[src/rtl/sgdmac_pkg.sv]
// rtl/sgdmac_pkg.sv - shared types and pointer helpers for the SG-DMA read buffer
package sgdmac_pkg;

    localparam int RD_DATA_W = 32;

    typedef struct packed {
        logic                 last;
        logic [RD_DATA_W-1:0] data;
    } rd_beat_t;

    // Pointers carry one extra wrap bit above the address bits.
    function automatic int ptr_w(input int depth_lg2);
        return depth_lg2 + 1;
    endfunction

    function automatic int fifo_depth(input int depth_lg2);
        return 1 << depth_lg2;
    endfunction

endpackage

[src/rtl/sgdmac_rd_buffer_mem.sv]
// rtl/sgdmac_rd_buffer_mem.sv - register array with one write port and one asynchronous read port
module sgdmac_rd_buffer_mem #(
    parameter int WIDTH  = 33,
    parameter int ADDR_W = 4
) (
    input  logic              clk,
    input  logic              we,
    input  logic [ADDR_W-1:0] waddr,
    input  logic [WIDTH-1:0]  wdata,
    input  logic [ADDR_W-1:0] raddr,
    output logic [WIDTH-1:0]  rdata
);

    logic [WIDTH-1:0] mem [1<<ADDR_W];

    // Contents are qualified by the pointers, so the array itself is never reset.
    always_ff @(posedge clk) begin
        if (we) begin
            mem[waddr] <= wdata;
        end
    end

    assign rdata = mem[raddr];

endmodule

[src/rtl/sgdmac_rd_buffer.sv]
// rtl/sgdmac_rd_buffer.sv - first-word fall-through elastic FIFO on the SG-DMA read-memory channel
module sgdmac_rd_buffer
    import sgdmac_pkg::*;
#(
    parameter int DATA_SIZE    = 32,
    parameter int DEPTH_LG2    = 4,
    parameter int AFULL_THRESH = 12
) (
    input  logic                 clk,
    input  logic                 rst,
    input  logic                 s_valid_i,
    output logic                 s_ready_o,
    input  logic [DATA_SIZE-1:0] s_data_i,
    input  logic                 s_last_i,
    output logic                 rm_valid_o,
    input  logic                 rm_ready_i,
    output logic [DATA_SIZE-1:0] rm_data_o,
    output logic                 rm_last_o,
    input  logic                 flush_i,
    output logic [DEPTH_LG2:0]   count_o,
    output logic                 afull_o,
    output logic [DEPTH_LG2:0]   burst_cnt_o
);

    localparam int PW = ptr_w(DEPTH_LG2);

    typedef struct packed {
        logic                 last;
        logic [DATA_SIZE-1:0] data;
    } beat_t;

    logic [PW-1:0] wr_ptr;
    logic [PW-1:0] rd_ptr;
    logic [PW-1:0] count_q;
    logic [PW-1:0] burst_q;
    logic          ready_en;
    logic          empty;
    logic          full;
    logic          push;
    logic          pop;
    logic          burst_inc;
    logic          burst_dec;
    beat_t         wr_beat;
    beat_t         rd_beat;

    assign empty = (wr_ptr == rd_ptr);
    assign full  = (wr_ptr[PW-2:0] == rd_ptr[PW-2:0]) && (wr_ptr[PW-1] != rd_ptr[PW-1]);

    // ready_en stays low while rst is high and comes up on the first edge after release.
    assign s_ready_o  = ~full & ~flush_i & ready_en;
    assign rm_valid_o = ~empty;

    assign push      = s_valid_i & s_ready_o;
    assign pop       = rm_valid_o & rm_ready_i & ~flush_i;
    assign burst_inc = push & s_last_i;
    assign burst_dec = pop & rm_last_o;

    assign wr_beat.last = s_last_i;
    assign wr_beat.data = s_data_i;

    sgdmac_rd_buffer_mem #(
        .WIDTH  (DATA_SIZE + 1),
        .ADDR_W (DEPTH_LG2)
    ) u_mem (
        .clk   (clk),
        .we    (push),
        .waddr (wr_ptr[PW-2:0]),
        .wdata (wr_beat),
        .raddr (rd_ptr[PW-2:0]),
        .rdata (rd_beat)
    );

    assign rm_data_o = rd_beat.data;
    assign rm_last_o = rd_beat.last;

    always_ff @(posedge clk or posedge rst) begin
        if (rst) begin
            wr_ptr   <= '0;
            rd_ptr   <= '0;
            count_q  <= '0;
            burst_q  <= '0;
            ready_en <= 1'b0;
        end else begin
            ready_en <= 1'b1;
            if (flush_i) begin
                wr_ptr  <= '0;
                rd_ptr  <= '0;
                count_q <= '0;
                burst_q <= '0;
            end else begin
                if (push) begin
                    wr_ptr <= wr_ptr + 1'b1;
                end
                if (pop) begin
                    rd_ptr <= rd_ptr + 1'b1;
                end
                case ({push, pop})
                    2'b10:   count_q <= count_q + 1'b1;
                    2'b01:   count_q <= count_q - 1'b1;
                    default: count_q <= count_q;
                endcase
                case ({burst_inc, burst_dec})
                    2'b10:   burst_q <= burst_q + 1'b1;
                    2'b01:   burst_q <= burst_q - 1'b1;
                    default: burst_q <= burst_q;
                endcase
            end
        end
    end

    assign count_o     = count_q;
    assign burst_cnt_o = burst_q;
    // Gated by ready_en so a zero threshold still reads deasserted in reset.
    assign afull_o     = ready_en & (count_q >= PW'(AFULL_THRESH));

    a_no_push_full: assert property (@(posedge clk) disable iff (rst) !(push && full));
    a_no_pop_empty: assert property (@(posedge clk) disable iff (rst) !(pop && empty));
    a_count_ptrs:   assert property (@(posedge clk) disable iff (rst) count_q == PW'(wr_ptr - rd_ptr));
    a_burst_le_cnt: assert property (@(posedge clk) disable iff (rst) burst_q <= count_q);

endmodule

[config.mk]
export PLATFORM = sky130hd
export DESIGN_NAME = sgdmac_rd_buffer
export DESIGN_NICKNAME = d
export VERILOG_FILES = /design/src/rtl/sgdmac_pkg.sv /design/src/rtl/sgdmac_rd_buffer_mem.sv /design/src/rtl/sgdmac_rd_buffer.sv
export SDC_FILE = /design/constraint.sdc
export NUM_CORES = 1
export LEC_CHECK = 0
export CORE_MARGIN = 3
export CORE_UTILIZATION = 60
export DETAILED_ROUTE_END_ITERATION = 8
export PLACE_DENSITY = 0.79
export SLEW_MARGIN = 20
export SYNTH_ARGS = -nofsm -noshare
export SYNTH_HDL_FRONTEND = slang
export SYNTH_SLANG_ARGS = --single-unit
[constraint.sdc]
create_clock -name clk -period 5.75 [get_ports clk]
set_input_delay 1.4375 -clock clk [delete_from_list [all_inputs] [get_ports clk]]
set_output_delay 1.4375 -clock clk [all_outputs]
set_load 0.02 [all_outputs]
; After elaboration in Yosys (flattened, before gate mapping)
; Memories as Yosys holds them, arrays and structs flattened.
; Cells that the tools add are included.
[word_totals]
out_inout_bits = 46
ramBits = 528
wordCells = 46
ff_bits = 21
n_memories = 1
inputBits = 38
[op_classes]
mux = 10
order_cmp = 1
add_sub_neg = 6
n_eq_ne = 7
n_reduce_logical = 5
n_bitwise = 11
[memory_table]
columns = name, words, width, read_ports, rd_ports_with_merged_regs, write_ports, line
row1 = u_mem.mem, 16, 33, 1, 0, 1, sgdmac_rd_buffer_mem.sv:14  ; logic [WIDTH-1:0] mem [1<<ADDR_W];
[op_table]
columns = op, n
row1 = 5-bit two-way mux, 6
row2 = 5-bit by 1-bit adder with 5-bit output (second input constant), 4
row3 = 5-bit one-hot mux with 2 select lines, 2
row4 = 5-bit by 1-bit subtractor with 5-bit output (second input constant), 2
row5 = 1-bit AND, 8
row6 = 3-bit nonzero test, 2
row7 = 5-bit == test, 1
row8 = 5-bit by 4-bit greater-or-equal comparator with 1-bit output (second input constant), 1
row9 = 2-bit by 1-bit == test with 1-bit output (second input constant), 2
row10 = 2-bit == test (second input constant), 2
row11 = 4-bit == test, 1
row12 = 2-bit nonzero test, 2
row13 = 1-bit NOT, 3
row14 = 1-bit two-way mux, 2
row15 = 1-bit logical AND, 1
row16 = 1-bit inequality test, 1

; Depth between registers and ports, before layout
[depth]
word_depth = 10
depth_mapped = 15
depth_no_buf = 13

; Modules after synthesis
; Synthesis repeated with hierarchy kept, for this count alone.
[unflattened]
cells_unflattened = 1007
hier_area_um2 = 21539.4
[by_module_without_submodules]
columns = module, n_inst, seq_area_each_um2, cells_each, area_per_inst_um2
row1 = sgdmac_rd_buffer_mem, 1, 15855.2, 831, 19970.4
row2 = sgdmac_rd_buffer, 1, 525.5, 176, 1569.0

; Least setup slack after synthesis
; Ideal clock, no wire load.
[synth_path]
path_type = in2reg
startpoint = input flush_i
endpoint = memory u_mem.mem[0][0] (enable)
cell_stages = 6
setup_ns = 0.464
setup_slack_ns = 0.491
arrival_ns = 4.795
n_path_buf = 2
t_required_ns = 5.286
path_cell_list = clkbuf_1 nand2b_1 a211oi_2 clkbuf_1 nand2_1 nor3_1
[synth_via]
elab_chain_cells = 6
[synth_rtl]
columns = element, line
row1 = start: declaration, sgdmac_rd_buffer.sv:19  ; input logic flush_i,
row2 = 1-bit NOT, sgdmac_rd_buffer.sv:50  ; assign s_ready_o = ~full & ~flush_i & ready_en;
row3 = 1-bit AND (2 in a row), sgdmac_rd_buffer.sv:50
row4 = 1-bit AND, sgdmac_rd_buffer.sv:53  ; assign push = s_valid_i & s_ready_o;
row5 = 1-bit two-way mux, sgdmac_rd_buffer_mem.sv:18  ; if (we) begin
row6 = 1-bit two-way mux (implied by the code), sgdmac_rd_buffer_mem.sv:19  ; mem[waddr] <= wdata;
row7 = end: declaration, sgdmac_rd_buffer_mem.sv:14
; Every way passes these cells.

; Worst setup path after layout
[layout_path]
startpoint = register rd_ptr[0]
endpoint = output rm_data_o[13]
[layout_via]
elab_chain_cells = 1
[layout_rtl]
columns = element, line
row1 = start: declaration, sgdmac_rd_buffer.sv:33  ; logic [PW-1:0] rd_ptr;
row2 = start signal: assignment, sgdmac_rd_buffer.sv:95  ; rd_ptr <= rd_ptr + 1'b1;
row3 = memory 16 x 33 bit, --
row4 = end: declaration, sgdmac_rd_buffer.sv:17  ; output logic [DATA_SIZE-1:0] rm_data_o,
; Every way passes these cells.

==> results.cfg <==
[clocking]
path_clk_slew_ns = 0.07
post_cts_resized = 0
cts_tree = yes
ctsLongestPathBuffers = 3
htreeDepth = 2
postCtsHoldBufs = 0
clock_latency_ns = 0.57
clkSinkCount = 549
cts_setup_buffers = 0
numCtsBuffers = 52
cts_root_buf = clkbuf_16

[route]
wl_per_cell_microns = 30.2
ant_nets = 0
wl_mm = 46.1
firstDrtPassIters = 5
vias = 10000
first_iter_violations = 1035
drc_errors = 0
via_per_inst = 6.55

[synthesis]
syn_area_sq_um = 21300
ys_types = 45
syn_nets = 954
postSynthAreaPerCell_sq_um = 23.5
yosysWarnings = 0
ys.flop_type = edfxtp_1
ys_seq_elements = 549
synth_edf_count = 528
synthCells = 903
ys_seq_area_share_pct = 77.1
synthArstFlopShare_pct = 3.83

[grt]
grt_pass1_vias = 10500
use_met1_pct = 35.3
gr-usage-all-layers_pct = 24.9
grt_use_met2_pct = 40.7
gr-usage-met3_pct = 5.02
overflow = 0
antenna_found_initial = 1
grt_start_max_net_pins = 65
grt_pass1_wl_mm = 69.0
grt_busiest_layer = met2

[placement]
port_buffers = 83
detailed_place_hpwl_mm = 23.7
gp_congestion = 0.780

[final_layout]
fillerInstances = 1991
drive_gt1_share_pct = 28.6
fin_nets = 1080
area_delta_synth_final_pct = 15.5

[hold_path]
hp-class = register to register

[timing]
period_needed_ns = 4.83
hold_viol = 0
timing.setup.tns_ns = 0
fin_skew_ns = 0.0144
whs_ns = 0.609
setup_viol = 0
slew_headroom_pct = 31.1
tightestPinTransition_ns = 1.03
rsz0062_at_grt = no
period_share_pct = 84.0
final-max-slew-violation-count = 0
timing.fmax_mhz = 207

[critical_path]
critPathArrivalTime_ns = 3.39
endpoint_kind = output port
critical_path_class = register to output port
cp_data_required_time_ns = 4.31
startpoint_type = register
cp_max_fo = 38
r2r_setup_slack_ns = 1.70

[die]
initial_core_util_pct = 61.2
die_w_microns = 194
die_h_microns = 194
core_area_sq_um = 34700
rows = 68
die_area_sq_um = 37700
pin_count = 84

[pwr]
seq_power_share_pct = 52.9
p_int_uw = 6630
p_per_area_nw_per_um2 = 342
power.leakage_uw = 0.00766
p_clk_share_pct = 39.8
switchingPower_uw = 1760
ir_drop_v = 0.000265
p_sw_share_pct = 21.0
comb_power_share_pct = 7.3

[flow_run]
cap_viol_max_count = 0

[status]
outcome = finished, final reports clean
power groups by stage:
stage	Sequential, uW	Clock (uW)	Combinational, uW
5_1_grt	4440	3540	660
6_report	4440	3340	616
2_1_floorplan	4510	0	394
3_3_place_gp	4520	0	605
4_1_cts	4440	3390	627
3_5_place_dp	4520	0	617
per-stage QoR:
step                      util (%)  setup WS [ns]  cells  instance area [sq um]  total power (uW)
after global routing          70.7          0.776   1528                  24600              8640
after global placement        65.9           1.26   1430                  22900              5120
final                         70.7          0.922   1528                  24600              8390
after detailed placement      65.9           1.22   1430                  22900              5140
after floorplan                  -          0.491    903                  21300              4900
after CTS                     70.7          0.853   1527                  24500              8450
cell families after synthesis:
| family | after synthesis | share of synthesized area, % |
|---|---|---|
| mux | 172 | 17.7 |
| fa+ha+maj | 13 | 0.836 |
| flops | 549 | 77.1 |
| other cells | 1 | 0.0176 |
| simple gates | 70 | 1.67 |
| xor+xnor | 15 | 0.618 |
| buf+inv | 57 | 1.14 |
| compound gates | 26 | 0.907 |
layout by cell type, fill, tap and decap left out, drive strengths merged, types with 2 or more instances in the layout:
| master | instances |
|---|---|
| edfxtp | 528 |
| mux4 | 163 |
| clkdlybuf4s50 | 83 |
| clkbuf | 58 |
| buf | 34 |
| clkinv | 27 |
| nor2 | 26 |
| dfrtp | 21 |
| nand2 | 14 |
| inv | 14 |
| ha | 11 |
| xor2 | 10 |
| a21oi | 7 |
| nor3 | 7 |
| nand2b | 6 |
| xnor2 | 5 |
| mux2i | 5 |
| nor2b | 5 |
| bufinv | 5 |
| clkinvlp | 5 |
| o21ai | 4 |
| mux2 | 4 |
| a211oi | 3 |
| a21o | 2 |
| nand4b | 2 |
| o31ai | 2 |
| a21boi | 2 |
| nand4 | 2 |
| fa | 2 |
| and2 | 2 |
final timing paths:
check	startpoint	to	cells after the start
setup / recovery	rd_ptr[0]	rm_data_o[13]	4
hold / removal	count_o[2]	count_o[2]	2
setup reg to reg	rd_ptr[1]	burst_cnt_o[4]	12
hold reg to reg	count_o[2]	count_o[2]	2
max in group asynchronous	rst	rd_ptr[1]	2
min in group asynchronous	rst	burst_cnt_o[0]	2
state kept, by name (all words and copies together) (netlist names):
name and count:
burst_cnt_o 5, count_o 5, rd_ptr 5, ready_en 1, u_mem.mem 528, wr_ptr 5
critical path, cell delays in order (launching register included):
cell and delay [ns]:
dfrtp_4 0.75, buf_12 0.37, mux4_2 0.57, mux4_2 0.54, clkdlybuf4s50_1 0.57
area by class of cell:
cell class	count	area, sq um	share of cell area, %
diodes	1	2.50	0.0102
clock buffers	58	1350	5.48
clock inverters	39	327	1.33
inverters	12	45.0	0.183
multi-input cells	297	4740	19.3
flip-flops and latches	549	16400	66.8
well taps	455	569	2.32
repair buffers	117	1140	4.63
cells in the mapped netlist, drive strengths merged (2+ instances only):
master	number	area, sq um
ha	11	138
nand4b	2	17.5
a21o	2	15.0
inv	12	45.0
o31ai	2	15.0
a21boi	2	15.0
nand2	14	52.6
xnor2	5	43.8
nor2	26	97.6
clkbuf	13	48.8
mux2i	5	50.1
nand4	2	12.5
fa	2	40.0
and2	2	15.0
mux4	163	3670
xor2	10	87.6
buf	32	149
nor2b	5	31.3
a211oi	3	27.5
a21oi	7	35.0
edfxtp	528	15900
o21ai	4	20.0
mux2	4	45.0
dfrtp	21	526
nand2b	6	37.5
nor3	7	35.0
layer usage:
layer | up-vias | wire length (microns)
met5 | - | 0
met4 | 0 | 1140
met3 | 85 | 3410
met2 | 484 | 23900
met1 | 5362 | 17600
li1 | 4072 | -
No activity file was read; power rests on OpenSTA's default activity.
